**config.mk**
```make
export PLATFORM = sky130hd
export DESIGN_NAME = spike_rate_decoder
export DESIGN_NICKNAME = d
export VERILOG_FILES = /design/src/rtl/spike_rate_decoder.sv
export SDC_FILE = /design/constraint.sdc
export NUM_CORES = 1
export LEC_CHECK = 0
export CORE_MARGIN = 1.5
export CORE_UTILIZATION = 42
export CTS_BUF_LIST = sky130_fd_sc_hd__clkbuf_8
export CTS_CLUSTER_DIAMETER = 60
export CTS_CLUSTER_SIZE = 16
export DETAILED_ROUTE_END_ITERATION = 10
export PLACE_DENSITY = 0.77
export SKIP_LAST_GASP = 1
export SLEW_MARGIN = 10
export SYNTH_ARGS = -nofsm -noshare
export SYNTH_HDL_FRONTEND = slang
export SYNTH_SLANG_ARGS = --single-unit
```
**constraint.sdc**
```tcl
create_clock -name clk -period 1.6 [get_ports clk]
set_input_delay 0.16 -clock clk [delete_from_list [all_inputs] [get_ports clk]]
set_output_delay 0.16 -clock clk [all_outputs]
set_load 0.02 [all_outputs]
```
**src/rtl/spike_rate_decoder.sv**
```systemverilog
// spike_rate_decoder
//   Recovers a magnitude estimate from a neuron spike train. Spikes are counted
//   over a window of WINDOW enabled cycles. The interval between the last two
//   spikes (ISI) is measured in enabled cycles. At each window end both values
//   are offered to the downstream readout through a valid/ready result register.
//
// Ports
//   clk        rising-edge clock
//   rst        synchronous, active-high reset
//   spike_in   spike from the neuron, sampled every cycle
//   enable     low freezes window progress, spike counting and ISI counting
//   rate_out   spike count of the last completed window (saturating)
//   isi_out    last complete ISI, latched at window end (saturating)
//   out_valid  result register holds an unconsumed result
//   out_ready  consumer accepts the result when high together with out_valid
//   overrun    sticky: a window result was dropped because the consumer stalled
//
// State table
//   state   | meaning
//   S_IDLE  | enable low (or just out of reset); all counters hold
//   S_COUNT | enable high; window, spike and ISI counters advance
//
// Counting is keyed directly on enable rather than on the registered state.
// This lets the first enabled cycle after S_IDLE count as a window cycle.
// Re-entering S_COUNT therefore resumes the window instead of restarting it.

module spike_rate_decoder #(
    parameter int WINDOW = 16,
    parameter int CNT_W  = 8,
    parameter int ISI_W  = 8
) (
    input  logic             clk,
    input  logic             rst,
    input  logic             spike_in,
    input  logic             enable,
    output logic [CNT_W-1:0] rate_out,
    output logic [ISI_W-1:0] isi_out,
    output logic             out_valid,
    input  logic             out_ready,
    output logic             overrun
);

    localparam int                WCNT_W   = $clog2(WINDOW);
    localparam logic [WCNT_W-1:0] WCNT_MAX = WCNT_W'(WINDOW - 1);

    typedef enum logic {
        S_IDLE  = 1'b0,
        S_COUNT = 1'b1
    } state_t;

    state_t             state, state_nxt;
    logic [WCNT_W-1:0]  wcnt, wcnt_nxt;
    logic [CNT_W-1:0]   spike_cnt, spike_cnt_nxt, spike_cnt_upd;
    logic [ISI_W-1:0]   isi_cnt, isi_cnt_nxt;
    logic [ISI_W-1:0]   isi_reg, isi_reg_nxt;
    logic               seen_spike, seen_spike_nxt;
    logic [CNT_W-1:0]   rate_nxt;
    logic [ISI_W-1:0]   isi_out_nxt;
    logic               out_valid_nxt;
    logic               overrun_nxt;
    logic               win_end;

    always_ff @(posedge clk) begin
        if (rst) begin
            state      <= S_IDLE;
            wcnt       <= '0;
            spike_cnt  <= '0;
            isi_cnt    <= '0;
            isi_reg    <= '0;
            seen_spike <= 1'b0;
            rate_out   <= '0;
            isi_out    <= '0;
            out_valid  <= 1'b0;
            overrun    <= 1'b0;
        end else begin
            state      <= state_nxt;
            wcnt       <= wcnt_nxt;
            spike_cnt  <= spike_cnt_nxt;
            isi_cnt    <= isi_cnt_nxt;
            isi_reg    <= isi_reg_nxt;
            seen_spike <= seen_spike_nxt;
            rate_out   <= rate_nxt;
            isi_out    <= isi_out_nxt;
            out_valid  <= out_valid_nxt;
            overrun    <= overrun_nxt;
        end
    end

    always_comb begin
        state_nxt      = state;
        wcnt_nxt       = wcnt;
        spike_cnt_upd  = spike_cnt;
        spike_cnt_nxt  = spike_cnt;
        isi_cnt_nxt    = isi_cnt;
        isi_reg_nxt    = isi_reg;
        seen_spike_nxt = seen_spike;
        rate_nxt       = rate_out;
        isi_out_nxt    = isi_out;
        out_valid_nxt  = out_valid;
        overrun_nxt    = overrun;
        win_end        = 1'b0;

        case (state)
            S_IDLE:  if (enable)  state_nxt = S_COUNT;
            S_COUNT: if (!enable) state_nxt = S_IDLE;
            default: state_nxt = S_IDLE;
        endcase

        if (enable) begin
            win_end  = (wcnt == WCNT_MAX);
            wcnt_nxt = win_end ? '0 : wcnt + 1'b1;

            if (spike_in && (spike_cnt != '1))
                spike_cnt_upd = spike_cnt + 1'b1;
            spike_cnt_nxt = spike_cnt_upd;

            if (spike_in) begin
                // The first spike after reset only arms the interval measurement.
                if (seen_spike)
                    isi_reg_nxt = (isi_cnt == '1) ? isi_cnt : isi_cnt + 1'b1;
                seen_spike_nxt = 1'b1;
                isi_cnt_nxt    = '0;
            end else if (isi_cnt != '1) begin
                isi_cnt_nxt = isi_cnt + 1'b1;
            end
        end

        if (win_end) begin
            spike_cnt_nxt = '0;
            if (!out_valid || out_ready) begin
                rate_nxt      = spike_cnt_upd;
                isi_out_nxt   = isi_reg_nxt;
                out_valid_nxt = 1'b1;
            end else begin
                overrun_nxt = 1'b1;
            end
        end else if (out_valid && out_ready) begin
            out_valid_nxt = 1'b0;
        end
    end

endmodule

```
==> impl_metrics.tcl <==
set metrics [dict create \
    ys_seq_elements 47 \
    syn_inst 240 \
    area_delta_synth_final_pct 33.2 \
    rr_startpoint "isi_cnt[0]$_SDFFE_PP0P_" \
    cp-startpoint "isi_cnt[0]$_SDFFE_PP0P_" \
    ir_drop_mv 0.575 \
    syn_area_per_cell_um2 8.75 \
    grt_max_degree 25 \
    clock_latency_ns 0.30 \
    start_util_pct 43.9 \
    fmax_ghz 0.651 \
    placed_area_mm2 0.00262 \
    cts-root-buf "clkbuf_8" \
    arrival_ns 1.73 \
    synth_edf_count 0 \
    row_count 25 \
    grt_first_pass_wirelength_um 8390 \
    cts_inserted_buffers 5 \
    stdcell_area_mm2 0.00280 \
    setup-violations-final 0 \
    post_drt_wl_per_cell_um 14.4 \
    hpwl_um 3650 \
    grt_pass1_vias 1782 \
    layout_common_cells "43 x dfxtp_1, 33 x nor2_1, 33 x buf_4" \
    register_area_um2 946 \
    yosysSeqAreaShare_pct 44.8 \
    die_w_um 73.7 \
    slowest_stage "nor4_1" \
    ant_nets 0 \
    path_clk_slew_ns 0.09 \
    synth_cell_types 52 \
    maxSlewHeadroom_pct 71.7 \
    cts.sinks 47 \
    fp.dieArea_mm2 0.00544 \
    clock_path_buffers 2 \
    fin_crit_sh_pct 96.0 \
    drc 0 \
    crit_path_end_kind "flop" \
    grt_use_total_pct 20.0 \
    r2r_setup_slack_ns 0.06 \
    viasPerCell 5.47 \
    whs_path_depth 4 \
    fp.coreArea_mm2 0.00479 \
    htree_levels 2 \
    num_antenna_cells 0 \
    grt-ovfl-total 0 \
    multi_input_area_mm2 0.00112 \
    cp-start-kind "flop" \
    cts_tree "done" \
    crit_chain "ha_2, nand3_2, nor4_1, o31a_1, a211oi_1" \
    post_cts_buffers 0 \
    maxCapViolations 0 \
    synthArstFlopShare_pct 0 \
    maxSlewViolCount 0 \
    antenna_found_initial 0 \
    layout.cells.non_filler 359 \
    placed_cells 351 \
    tightest_slew_ns 0.421 \
    critPathKind "flop to flop" \
    final_common_cell "dfxtp_1" \
    synth_fp_nets 248 \
    finalCriticalPeriod_ns 1.54 \
    vias 1962 \
    setup-tns-final_ns 0 \
    drt_wl_total_um 5160 \
    ys_warn_count 0 \
    pin_count 23 \
    place_congestion 0.886 \
    p_leak_nw 0.984 \
    drt_iter0_drc 169 \
    status "complete, no violations" \
    layout-drive-gt1-share_pct 22.6 \
    final_nets 299 \
    synthFlopType "dfxtp_1" \
    nFillCells 407 \
    power_density_mw_per_mm2 816 \
    synth_area_mm2 0.00210 \
    worstHoldEndpoint "wcnt[3]$_SDFFE_PP0P_" \
    rsz0062_at_grt "true" \
    r2r_cells 5 \
    drt_pre_antenna_iters 4 \
    cp_data_required_time_ns 1.79 \
    worstReg2RegEnd "isi_out[6]$_SDFFE_PP0P_" \
    path_buf_inv 0 \
    die_h_um 73.7 \
    path_delay_family "simple AND/OR/NAND/NOR gates" \
    cp_max_fo 7 \
    finalHoldViolCount 0 \
    max_stage_delay_ns 0.43 \
    min-delay-start "enable" \
    min_path_type "input port to flop" \
    fin_worst_skew_ns 0.0117 \
    io_buffers 22 \
]
==> report_power, final <==
part / internal [mW] / switching (mW) / leakage (nW)
clock: 0.514 / 0.406 / 0.0618
combinational: 0.0792 / 0.0856 / 0.541
sequential: 1.19 / 0.0111 / 0.382
==> stage by stage <==
step / setup slack, ns / utilization (%) / hold slack, ns / total power [mW]
after floorplan: 0.0130 / - / 0.375 / 1.31
after global placement: -0.266 / 54.7 / 0.443 / 1.37
after detailed placement: -0.267 / 54.7 / 0.448 / 1.38
after CTS: 0.00809 / 57.5 / 0.467 / 2.29
after global routing: -0.0455 / 58.5 / 0.398 / 2.36
final: 0.0639 / 58.5 / 0.330 / 2.28
==> logic make-up (layout without fill, tap and decap cells) <==
| kind of cell | Yosys count | count (layout) | share of synthesized area [%] |
|---|---|---|---|
| buffers and inverters | 19 | 71 | 4.41 |
| adders and majority gates | 3 | 3 | 1.79 |
| muxes | 4 | 4 | 1.91 |
| xor gates and xnor gates | 7 | 7 | 2.92 |
| DFF | 47 | 47 | 44.8 |
| AOI/OAI and AO/OA | 65 | 65 | 21.9 |
| and+or+nand+nor | 95 | 95 | 22.3 |
==> routing by layer <==
metal	routed length [um]	up-vias	track usage (%)
met1	2360	910	26.5
met4	127	0	8.64
met2	2430	67	31.8
met5	0	-	0
li1	-	968	-
met3	234	17	3.43
==> worst register-to-register path, stage by stage (launching register included) <==
cell and delay, ns:
dfxtp_1 0.34, ha_2 0.20, nand3_2 0.18, nor4_1 0.43, o31a_1 0.22, a211oi_1 0.07
==> synth_stat cells, drive strengths merged, types with 4 or more instances <==
cell type,instances,area [um^2]
a211oi,10,75.1
a21oi,14,70.1
buf,6,41.3
clkbuf,8,32.5
dfxtp,47,941
inv,5,18.8
mux2i,4,40.0
nand2,18,67.6
nand3,9,62.6
nand4,5,31.3
nor2,35,134
nor3,10,50.1
o21a,4,30.0
o21ai,11,58.8
o31ai,5,51.3
xor2,4,35.0
==> layout make-up <==
cell class | count | area share [%]
Clock inverter | 2 | 1.39
Tap cell | 67 | 3.00
Timing Repair Buffer | 58 | 18.3
Multi-Input combinational cell | 174 | 39.9
Inverter | 5 | 0.671
Clock buffer | 6 | 2.95
Sequential cell | 47 | 33.8
==> what timing repair did <==
item                                    in CTS  in global routing
endpoints found under the setup margin       4                 19
resized for setup                            4                 14
hold endpoints to repair                     0                  0
hold buffers                                 0                  0
pin swaps                                    1                  4
==> worst max path at each step <==
stage,cells after the start,slack (ns),end
after floorplan,5,0.01,isi_out[0]$_SDFFE_PP0P_
after global placement,5,-0.27,isi_out[7]$_SDFFE_PP0P_
after detailed placement,5,-0.27,isi_out[4]$_SDFFE_PP0P_
after CTS,6,0.008,rate_out[3]$_SDFFE_PP0P_
after global routing,5,-0.05,isi_out[6]$_SDFFE_PP0P_
final,5,0.06,isi_out[6]$_SDFFE_PP0P_
Power figures use the tool's default switching activity.
